### src/rtl/digpot_wiper_rx.sv
// Responder/monitor for an X9C-style INC / U-Dn / CSn digital pot interface.
// Filters the pot wires, tracks the wiper and exposes state over Wishbone.
module digpot_wiper_rx #(
    parameter int TAPS     = 100,
    parameter int INIT_TAP = 0,
    parameter int FILT     = 3
) (
    input  logic        clk,
    input  logic        reset,
    input  logic        wb_stb_i,
    input  logic        wb_cyc_i,
    input  logic        wb_we_i,
    input  logic [31:0] wb_adr_i,
    input  logic [3:0]  wb_sel_i,
    input  logic [31:0] wb_dat_i,
    output logic [31:0] wb_dat_o,
    output logic        wb_ack_o,
    input  logic        inc_i,
    input  logic        udn_i,
    input  logic        csn_i,
    output logic [6:0]  wiper_o,
    output logic        step_o
);

    localparam int          RW   = $clog2(FILT + 1);
    localparam logic [6:0]  TOP  = 7'(TAPS - 1);
    localparam logic [6:0]  INIT = 7'(INIT_TAP);
    localparam logic [RW-1:0] FN = RW'(FILT);
    // wire order: [2] csn, [1] udn, [0] inc
    localparam logic [2:0]  IDLE = 3'b101;

    logic [2:0]         s1_q, s1_d, s2_q, s2_d, s3_q, s3_d;
    logic [2:0]         filt_q, filt_d, vld_q, vld_d;
    logic [2:0][RW-1:0] run_q, run_d;

    logic [6:0]  wiper_q, wiper_d, nv_q, nv_d;
    logic [15:0] up_q, up_d, dn_q, dn_d;
    logic [7:0]  ign_q, ign_d;
    logic        sat_hi_q, sat_hi_d, sat_lo_q, sat_lo_d;
    logic        step_q, step_d;
    logic        ack_q, ack_d;
    logic [31:0] dat_q, dat_d;

    logic        inc_fall, csn_rise;
    logic        step_ev, ign_ev, store_ev;
    logic        req, wr;
    logic [1:0]  adr;
    logic [31:0] rdata;
    logic        unused_bits;

    assign unused_bits = ^{wb_sel_i, wb_adr_i[31:4], wb_adr_i[1:0],
                           wb_dat_i[31:9], wb_dat_i[7]};

    // A wire level is accepted after FILT equal samples; the first
    // acceptance after reset only arms the wire and never forms an edge.
    always_comb begin
        s1_d = {csn_i, udn_i, inc_i};
        s2_d = s1_q;
        s3_d = s2_q;
        for (int i = 0; i < 3; i++) begin
            if (s2_q[i] == s3_q[i]) begin
                run_d[i] = (run_q[i] == FN) ? run_q[i] : run_q[i] + RW'(1);
            end else begin
                run_d[i] = RW'(1);
            end
            filt_d[i] = (run_d[i] == FN) ? s2_q[i] : filt_q[i];
            vld_d[i]  = vld_q[i] | (run_d[i] == FN);
        end
    end

    assign inc_fall = vld_q[0] & filt_q[0] & ~filt_d[0];
    assign csn_rise = vld_q[2] & ~filt_q[2] & filt_d[2];
    assign step_ev  = inc_fall & ~filt_q[2];
    assign ign_ev   = inc_fall & filt_q[2];
    assign store_ev = csn_rise & filt_q[0];

    assign req = wb_stb_i & wb_cyc_i & ~ack_q;
    assign wr  = req & wb_we_i;
    assign adr = wb_adr_i[3:2];

    always_comb begin
        rdata = '0;
        unique case (adr)
            2'd0: rdata = {25'b0, wiper_q};
            2'd1: rdata = {25'b0, nv_q};
            2'd2: rdata = {dn_q, up_q};
            2'd3: rdata = {16'b0, ign_q, 3'b0, filt_q[1], filt_q[0],
                           filt_q[2], sat_lo_q, sat_hi_q};
        endcase
    end

    always_comb begin
        wiper_d  = wiper_q;
        nv_d     = nv_q;
        up_d     = up_q;
        dn_d     = dn_q;
        ign_d    = ign_q;
        sat_hi_d = sat_hi_q;
        sat_lo_d = sat_lo_q;
        step_d   = step_ev;
        ack_d    = req;
        dat_d    = req ? rdata : dat_q;

        // store samples the pre-step wiper
        if (store_ev) nv_d = wiper_q;

        if (step_ev) begin
            if (filt_q[1]) begin
                if (wiper_q >= TOP) sat_hi_d = 1'b1;
                else                wiper_d  = wiper_q + 7'd1;
                if (up_q != 16'hFFFF) up_d = up_q + 16'd1;
            end else begin
                if (wiper_q == 7'd0) sat_lo_d = 1'b1;
                else                 wiper_d  = wiper_q - 7'd1;
                if (dn_q != 16'hFFFF) dn_d = dn_q + 16'd1;
            end
        end

        if (ign_ev && ign_q != 8'hFF) ign_d = ign_q + 8'd1;

        // bus writes are applied last so they win over same-cycle events
        if (wr) begin
            unique case (adr)
                2'd0: wiper_d = (wb_dat_i[6:0] > TOP) ? TOP : wb_dat_i[6:0];
                2'd1: ;
                2'd2: begin
                    up_d = '0;
                    dn_d = '0;
                end
                2'd3: begin
                    if (wb_dat_i[0]) sat_hi_d = 1'b0;
                    if (wb_dat_i[1]) sat_lo_d = 1'b0;
                    if (wb_dat_i[8]) ign_d    = '0;
                end
            endcase
        end
    end

    always_ff @(posedge clk) begin
        if (reset) begin
            s1_q     <= IDLE;
            s2_q     <= IDLE;
            s3_q     <= IDLE;
            filt_q   <= IDLE;
            vld_q    <= '0;
            run_q    <= '0;
            wiper_q  <= INIT;
            nv_q     <= INIT;
            up_q     <= '0;
            dn_q     <= '0;
            ign_q    <= '0;
            sat_hi_q <= 1'b0;
            sat_lo_q <= 1'b0;
            step_q   <= 1'b0;
            ack_q    <= 1'b0;
            dat_q    <= '0;
        end else begin
            s1_q     <= s1_d;
            s2_q     <= s2_d;
            s3_q     <= s3_d;
            filt_q   <= filt_d;
            vld_q    <= vld_d;
            run_q    <= run_d;
            wiper_q  <= wiper_d;
            nv_q     <= nv_d;
            up_q     <= up_d;
            dn_q     <= dn_d;
            ign_q    <= ign_d;
            sat_hi_q <= sat_hi_d;
            sat_lo_q <= sat_lo_d;
            step_q   <= step_d;
            ack_q    <= ack_d;
            dat_q    <= dat_d;
        end
    end

    assign wiper_o  = wiper_q;
    assign step_o   = step_q;
    assign wb_ack_o = ack_q;
    assign wb_dat_o = dat_q;

endmodule
### config.mk
export PLATFORM = sky130hd
export DESIGN_NAME = digpot_wiper_rx
export DESIGN_NICKNAME = d
export VERILOG_FILES = /design/src/rtl/digpot_wiper_rx.sv
export SDC_FILE = /design/constraint.sdc
export NUM_CORES = 1
export LEC_CHECK = 0
export BUFFER_PORTS_ARGS = -buffer_cell sky130_fd_sc_hd__buf_2
export CORE_MARGIN = 2
export CORE_UTILIZATION = 30
export CTS_CLUSTER_DIAMETER = 100
export CTS_CLUSTER_SIZE = 40
export DETAILED_ROUTE_END_ITERATION = 12
export GPL_TIMING_DRIVEN = 0
export SLEW_MARGIN = 10
export SYNTH_ARGS = -nofsm -noshare
export SYNTH_HDL_FRONTEND = slang
export SYNTH_SLANG_ARGS = --single-unit
### constraint.sdc
create_clock -name clk -period 4.4 [get_ports clk]
set_clock_uncertainty 0.05 [all_clocks]
set_input_delay 0.22 -clock clk [delete_from_list [all_inputs] [get_ports clk]]
set_output_delay 0.22 -clock clk [all_outputs]
set_load 0.03 [all_outputs]
==> metrics.cfg, run 1 <==
[status]
status=finished clean

[timing]
worst-slew-pin-transition_ps=763
fmax_ghz=0.411
final.setup.tns_ps=0
layout_worst_path_cycle_share=0.553
slew-limit-headroom=0.490
setup_viol=0
timing_max_transition_violations_final=0
rsz0062_at_grt=no
final_hold_viol_count=0
time_the_worst_path_needs_with_i_o_delays_and_setup_ps=2430

[logic_synthesis]
synthMuxAreaShare=0.0684
synth_area_leaders=sky130_fd_sc_hd__dfxtp_1, sky130_fd_sc_hd__nor2_1, sky130_fd_sc_hd__xnor2_1, sky130_fd_sc_hd__a21oi_1, sky130_fd_sc_hd__nand2_1
post_synth.cell_area_avg_um2=9.18
synth-adder-area-share=0.0144
synthArstFlopShare=0
ys.flop_type=sky130_fd_sc_hd__dfxtp_1
synth.cell_area_um2=5220
synth_enable_flop_cells=0
post_synthesis_sequential_area_ratio=0.422
netlist.top_cell.by_area=sky130_fd_sc_hd__dfxtp_1
syn_nets=650
synth_xor_area_frac=0.0504
netlist.area_leader.share=0.422
main_combinational_cell_family_by_area_after_synthesis=simple AND/OR/NAND/NOR gates
post_synthesis_sequential_element_count=110
synthMostInstantiatedCell=sky130_fd_sc_hd__dfxtp_1
post_synth_and_or_nand_nor_area_fraction=0.238
synth_top_cells_by_count=sky130_fd_sc_hd__dfxtp_1, sky130_fd_sc_hd__nor2_1, sky130_fd_sc_hd__nand2_1, sky130_fd_sc_hd__a21oi_1, sky130_fd_sc_hd__xnor2_1
post_synthesis_instance_total=568
area_fraction_in_compound_gates_after_synthesis=0.167
ys.warnings.count=0
synthDistinctLibCells=68

[global_routing]
grt.total_usage=0.146
global_route.overflow_total=0
antenna_found_initial=0
first_global_vias=4081
grt_pass1_wl_um=21100
grt_max_degree=20

[route]
wire_length_per_cell_after_detailed_routing_um=14.9
via_count=4378
drt_drc_violations_left=0
number_of_drc_violations_after_detailed_routing_iteration_0=238
antenna_violating_nets_post_route=0
routed_wl_um=12900
detail_route.first_pass.iterations=4
drt-vias-per-instance=5.04

[clock_tree]
postCtsSetupBuffers=0
tritoncts=built
clk-insertion-delay-late_ps=360
cts_max_path_buffers=2
cts.clk_slew.worst_paths_ps=70
ctsHtreeMaxLevel=3
cts_hold_buffers=2
numCtsBuffers=9
cts_resized=0
clock_sinks=110
cts.root.buffer_cell=sky130_fd_sc_hd__clkbuf_16

[layout]
finalCoreUtilization=0.358
nets=721
syn2layout_area_growth_pct=17.4
n_antenna_cell=0
final_layout_size_suffix_gt1_frac=0.197

[pwr]
leakage_component_of_the_power_uw=0.00224
ir_drop_mv=0.207
power.total_uw=1990
power-per-cell-area_nw_per_um2=325

[floorplanning]
chipWidth_um=136
die-height_um=136
area_of_the_core_region_um2=17100
core.rowCount=48
die_area_um2=18500
io_pins=117
initial_core_util=0.305

[placement]
gp_congestion=0.849
place.detailed.hpwl_um=9510
buffer_ports.inserted=58

[critical_path]
critical_path.endpoint_type=flop
critical_path.max_fanout=7
timing_worst_setup_path_type=flop to flop
cp_data_required_time_ps=4620
critPathArrivalTime_ps=2660
worst_setup_path_start_kind=flop

[min_path]
hold_wc_path_type=input port to flop

[flow_run]
cap_viol_max_count=0

==> worst max-delay path: stages (launching register included) <==
cell and delay, ps:
sky130_fd_sc_hd__dfxtp_1 370, sky130_fd_sc_hd__clkbuf_1 380, sky130_fd_sc_hd__inv_1 200, sky130_fd_sc_hd__ha_1 260, sky130_fd_sc_hd__nor4b_1 160, sky130_fd_sc_hd__a21oi_1 370, sky130_fd_sc_hd__o31a_1 190, sky130_fd_sc_hd__o21ai_0 70
sky130_fd_sc_hd__a311oi_1 290
==> through the flow <==
| stage | instances | setup slack [ps] | cell area [um2] | hold WS, ps |
|---|---|---|---|---|
| 6_report | 869 | 1970 | 6120 | 11.4 |
| 5_1_grt | 869 | 1730 | 6120 | 33.2 |
| 4_1_cts | 869 | 2050 | 6120 | 4.56 |
| 3_5_place_dp | 851 | 2080 | 5790 | 347 |
| 3_3_place_gp | 851 | 2060 | 5790 | 340 |
| 2_1_floorplan | 568 | 2280 | 5220 | 267 |
==> placed cells by master (no fill, tap or decap), types with 10 or more instances in the layout <==
cell / synthesis / final
sky130_fd_sc_hd__inv_1: 12 / 12
sky130_fd_sc_hd__clkbuf_1: 17 / 17
sky130_fd_sc_hd__nor3_1: 21 / 21
sky130_fd_sc_hd__nor2_1: 57 / 57
sky130_fd_sc_hd__a21oi_1: 41 / 41
sky130_fd_sc_hd__mux2i_1: 15 / 15
sky130_fd_sc_hd__o21ai_0: 12 / 12
sky130_fd_sc_hd__buf_2: 5 / 63
sky130_fd_sc_hd__a211oi_1: 12 / 12
sky130_fd_sc_hd__nand4_1: 10 / 10
sky130_fd_sc_hd__a22o_1: 17 / 17
sky130_fd_sc_hd__dfxtp_1: 110 / 110
sky130_fd_sc_hd__and3_1: 12 / 12
sky130_fd_sc_hd__nand3_1: 22 / 22
sky130_fd_sc_hd__nand2_1: 45 / 45
sky130_fd_sc_hd__xnor2_1: 24 / 24
==> layout make-up <==
type,count,area [um2]
multi-input cells,411,2810
repair buffers,60,310
clock inverters,6,75.1
fillers,1790,11000
clock buffers,10,239
well taps,225,282
inverters,12,45.0
flip-flops and latches,110,2200
plain buffers,35,160
==> path summary, 6_finish.rpt <==
path / startpoint / end / slack [ps] / cells after the start
max: wiper_o[0] / wiper_o[3] / 1970 / 8
min: udn_i / s1_q[1] / 10 / 2
max reg2reg: wiper_o[0] / wiper_o[3] / 1970 / 8
min reg2reg: s1_q[2] / s2_q[2] / 370 / 1
==> cell families after synthesis <==
family                     after synthesis
muxes                                   28
adders and majority gates                6
buffers and inverters                   47
DFF                                    110
AOI/OAI and AO/OA                      120
and+or+nand+nor                        227
xor gates and xnor gates                30
==> metal layers <==
metal | routed length (um) | up-vias | GRT usage
li1 | - | 2197 | -
met4 | 270 | 0 | 0.0596
met3 | 603 | 18 | 0.0280
met1 | 6430 | 2058 | 0.209
met5 | 0 | - | 0
met2 | 5600 | 105 | 0.215
==> flip-flops by register name, indices dropped and copies added, names as in the netlist, 6 cells and up <==
signal / flops
up_q: 16
wb_dat_o: 32
nv_q: 7
ign_q: 8
run_q: 6
wiper_o: 7
dn_q: 16
==> report_power, final <==
part           internal, uW  switching [uW]  leakage, uW
sequential             1010            10.1     0.000890
clock                   467             396     0.000152
combinational          38.3            72.3      0.00120
Note: power is estimated with default switching activity, not from simulation.
==> run 2, diff against run 1 <==
clock period = 2.5 ns   (was 4.4 ns; I/O delays follow)
==> run 2 against run 1 <==
Routed wire length down 0.40%. Highest routed layer unchanged. Clock power up 76%. Total power up 76%. Final cell count up 0.58%. Global-route usage about the same. Critical path depth unchanged. Hold slack better by 37 ps. First-iteration DRC count up 0.84%.
==> metrics.cfg, run 2 (synthesis gave the netlist of run 1 again) <==
[critical_path]
critical_path.endpoint_type=flop
critPathArrivalTime_ps=2430
worst_setup_path_start_kind=flop
cp_num_buf_inv=2
cp_data_required_time_ps=2720
critical_path.slowest_cell=sky130_fd_sc_hd__nor4b_1
path_cells=clkbuf_2, inv_1, ha_1, nor4b_1, and3_1, a211oi_2, xnor2_1, a211oi_1
cp_top_family=simple AND/OR/NAND/NOR gates
setup.reg_to_reg.worst_slack_ps=290
crit_path_max_incr_delay_ps=410
critical_path.max_fanout=7
timing_worst_setup_path_type=flop to flop

[route]
detail_route.first_pass.iterations=6
number_of_drc_violations_after_detailed_routing_iteration_0=240
routed_wl_um=12900
drt-vias-per-instance=5.02
via_count=4388
wire_length_per_cell_after_detailed_routing_um=14.7
drt_drc_violations_left=0
antenna_violating_nets_post_route=0

[pwr]
clkPwrFrac=0.433
sequentialPowerShare=0.510
power.share.combinational=0.057
intPower_uw=2670
ir_drop_mv=0.366
leakage_component_of_the_power_uw=0.00227
power-per-cell-area_nw_per_um2=569
total_switching_power_uw=845
power.switching_fraction=0.241

[placement]
gp_congestion=0.849
buffer_ports.inserted=58
place.detailed.hpwl_um=9510

[clock_tree]
clock_sinks=110
numCtsBuffers=9
cts.root.buffer_cell=sky130_fd_sc_hd__clkbuf_16
cts_max_path_buffers=2
tritoncts=built
clk-insertion-delay-late_ps=370
ctsHtreeMaxLevel=3
cts.clk_slew.worst_paths_ps=70

[floorplanning]
die-height_um=136
die_area_um2=18500
chipWidth_um=136
core.rowCount=48
area_of_the_core_region_um2=17100
initial_core_util=0.305
io_pins=117

[timing]
whs_ps=48.8
timing_max_transition_violations_final=0
final_hold_viol_count=0
time_the_worst_path_needs_with_i_o_delays_and_setup_ps=2210
rsz0062_at_grt=no
final.setup.tns_ps=0
layout_worst_path_cycle_share=0.883
setup_viol=0
worst-slew-pin-transition_ps=768
slew-limit-headroom=0.486
fmax_ghz=0.453

[layout]
nets=726
syn2layout_area_growth_pct=18.4
layout.filler_cells=1787
final_layout_size_suffix_gt1_frac=0.199
layout.cells.most_common=sky130_fd_sc_hd__dfxtp_1
largest_reg_flops=32
layout.cells.most_common_list=sky130_fd_sc_hd__dfxtp_1, sky130_fd_sc_hd__buf_2, sky130_fd_sc_hd__nor2_1
n_antenna_cell=0

[flow_run]
cap_viol_max_count=0

[global_routing]
grt_max_degree=20
antenna_found_initial=0
first_global_vias=4098
grt_pass1_wl_um=21200
grt.total_usage=0.146
global_route.overflow_total=0

[status]
status=finished clean

[min_path]
hold_wc_path_type=input port to flop

-- run 2: final timing paths --
path,start,to,depth (start not counted)
max,wiper_o[0],wiper_o[0],8
min,wb_dat_i[2],wiper_o[2],3
max reg2reg,wiper_o[0],wiper_o[0],8
min reg2reg,s1_q[2],s2_q[2],1
-- run 2: power by group through the flow --
stage	Clock (uW)	Sequential, uW	Combinational (uW)
3_3_place_gp	0	1830	191
2_1_floorplan	0	1840	116
3_5_place_dp	0	1830	192
4_1_cts	1560	1790	201
6_report	1520	1790	201
5_1_grt	1620	1800	221
-- run 2: stage by stage --
stage	total power, uW	std cells	worst slack [ps]	utilization	instance area, um2
final	3510	874	292	0.361	6180
after global routing	3640	874	149	0.361	6180
after CTS	3550	874	149	0.361	6170
after detailed placement	2030	851	175	0.338	5790
after global placement	2020	851	156	0.338	5790
after floorplan	1960	568	378	-	5220
-- run 2: worst register-to-register path, delay by kind of cell, from the launching register on --
kind	cells	cell delay [ps]
buf+inv	2	380
simple gates	2	670
fa+ha+maj	1	200
flops	1	330
compound gates	2	310
xor+xnor	1	180
-- run 2: cell type report --
class,instances,area (um2),area share
Buffer,35,161,0.0261
Clock buffer,10,239,0.0387
Clock inverter,6,75.1,0.0122
Inverter,12,45.0,0.00729
Multi-Input combinational cell,411,2810,0.455
Sequential cell,110,2200,0.357
Tap cell,225,282,0.0456
Timing Repair Buffer,65,360,0.0583
-- run 2: repair_timing --
item | CTS | global route
gates resized for setup | 0 | 3
setup endpoints to repair | 0 | 3
buffers inserted | 0 | 0
hold endpoints to repair | 7 | 0
hold buffers | 7 | 0
-- run 2: routing by layer --
layer / vias to the layer above / wire, um / global-route usage
met5: - / 0 / 0
met2: 100 / 5650 / 0.217
met4: 0 / 233 / 0.0596
li1: 2206 / - / -
met3: 16 / 608 / 0.0276
met1: 2066 / 6370 / 0.209
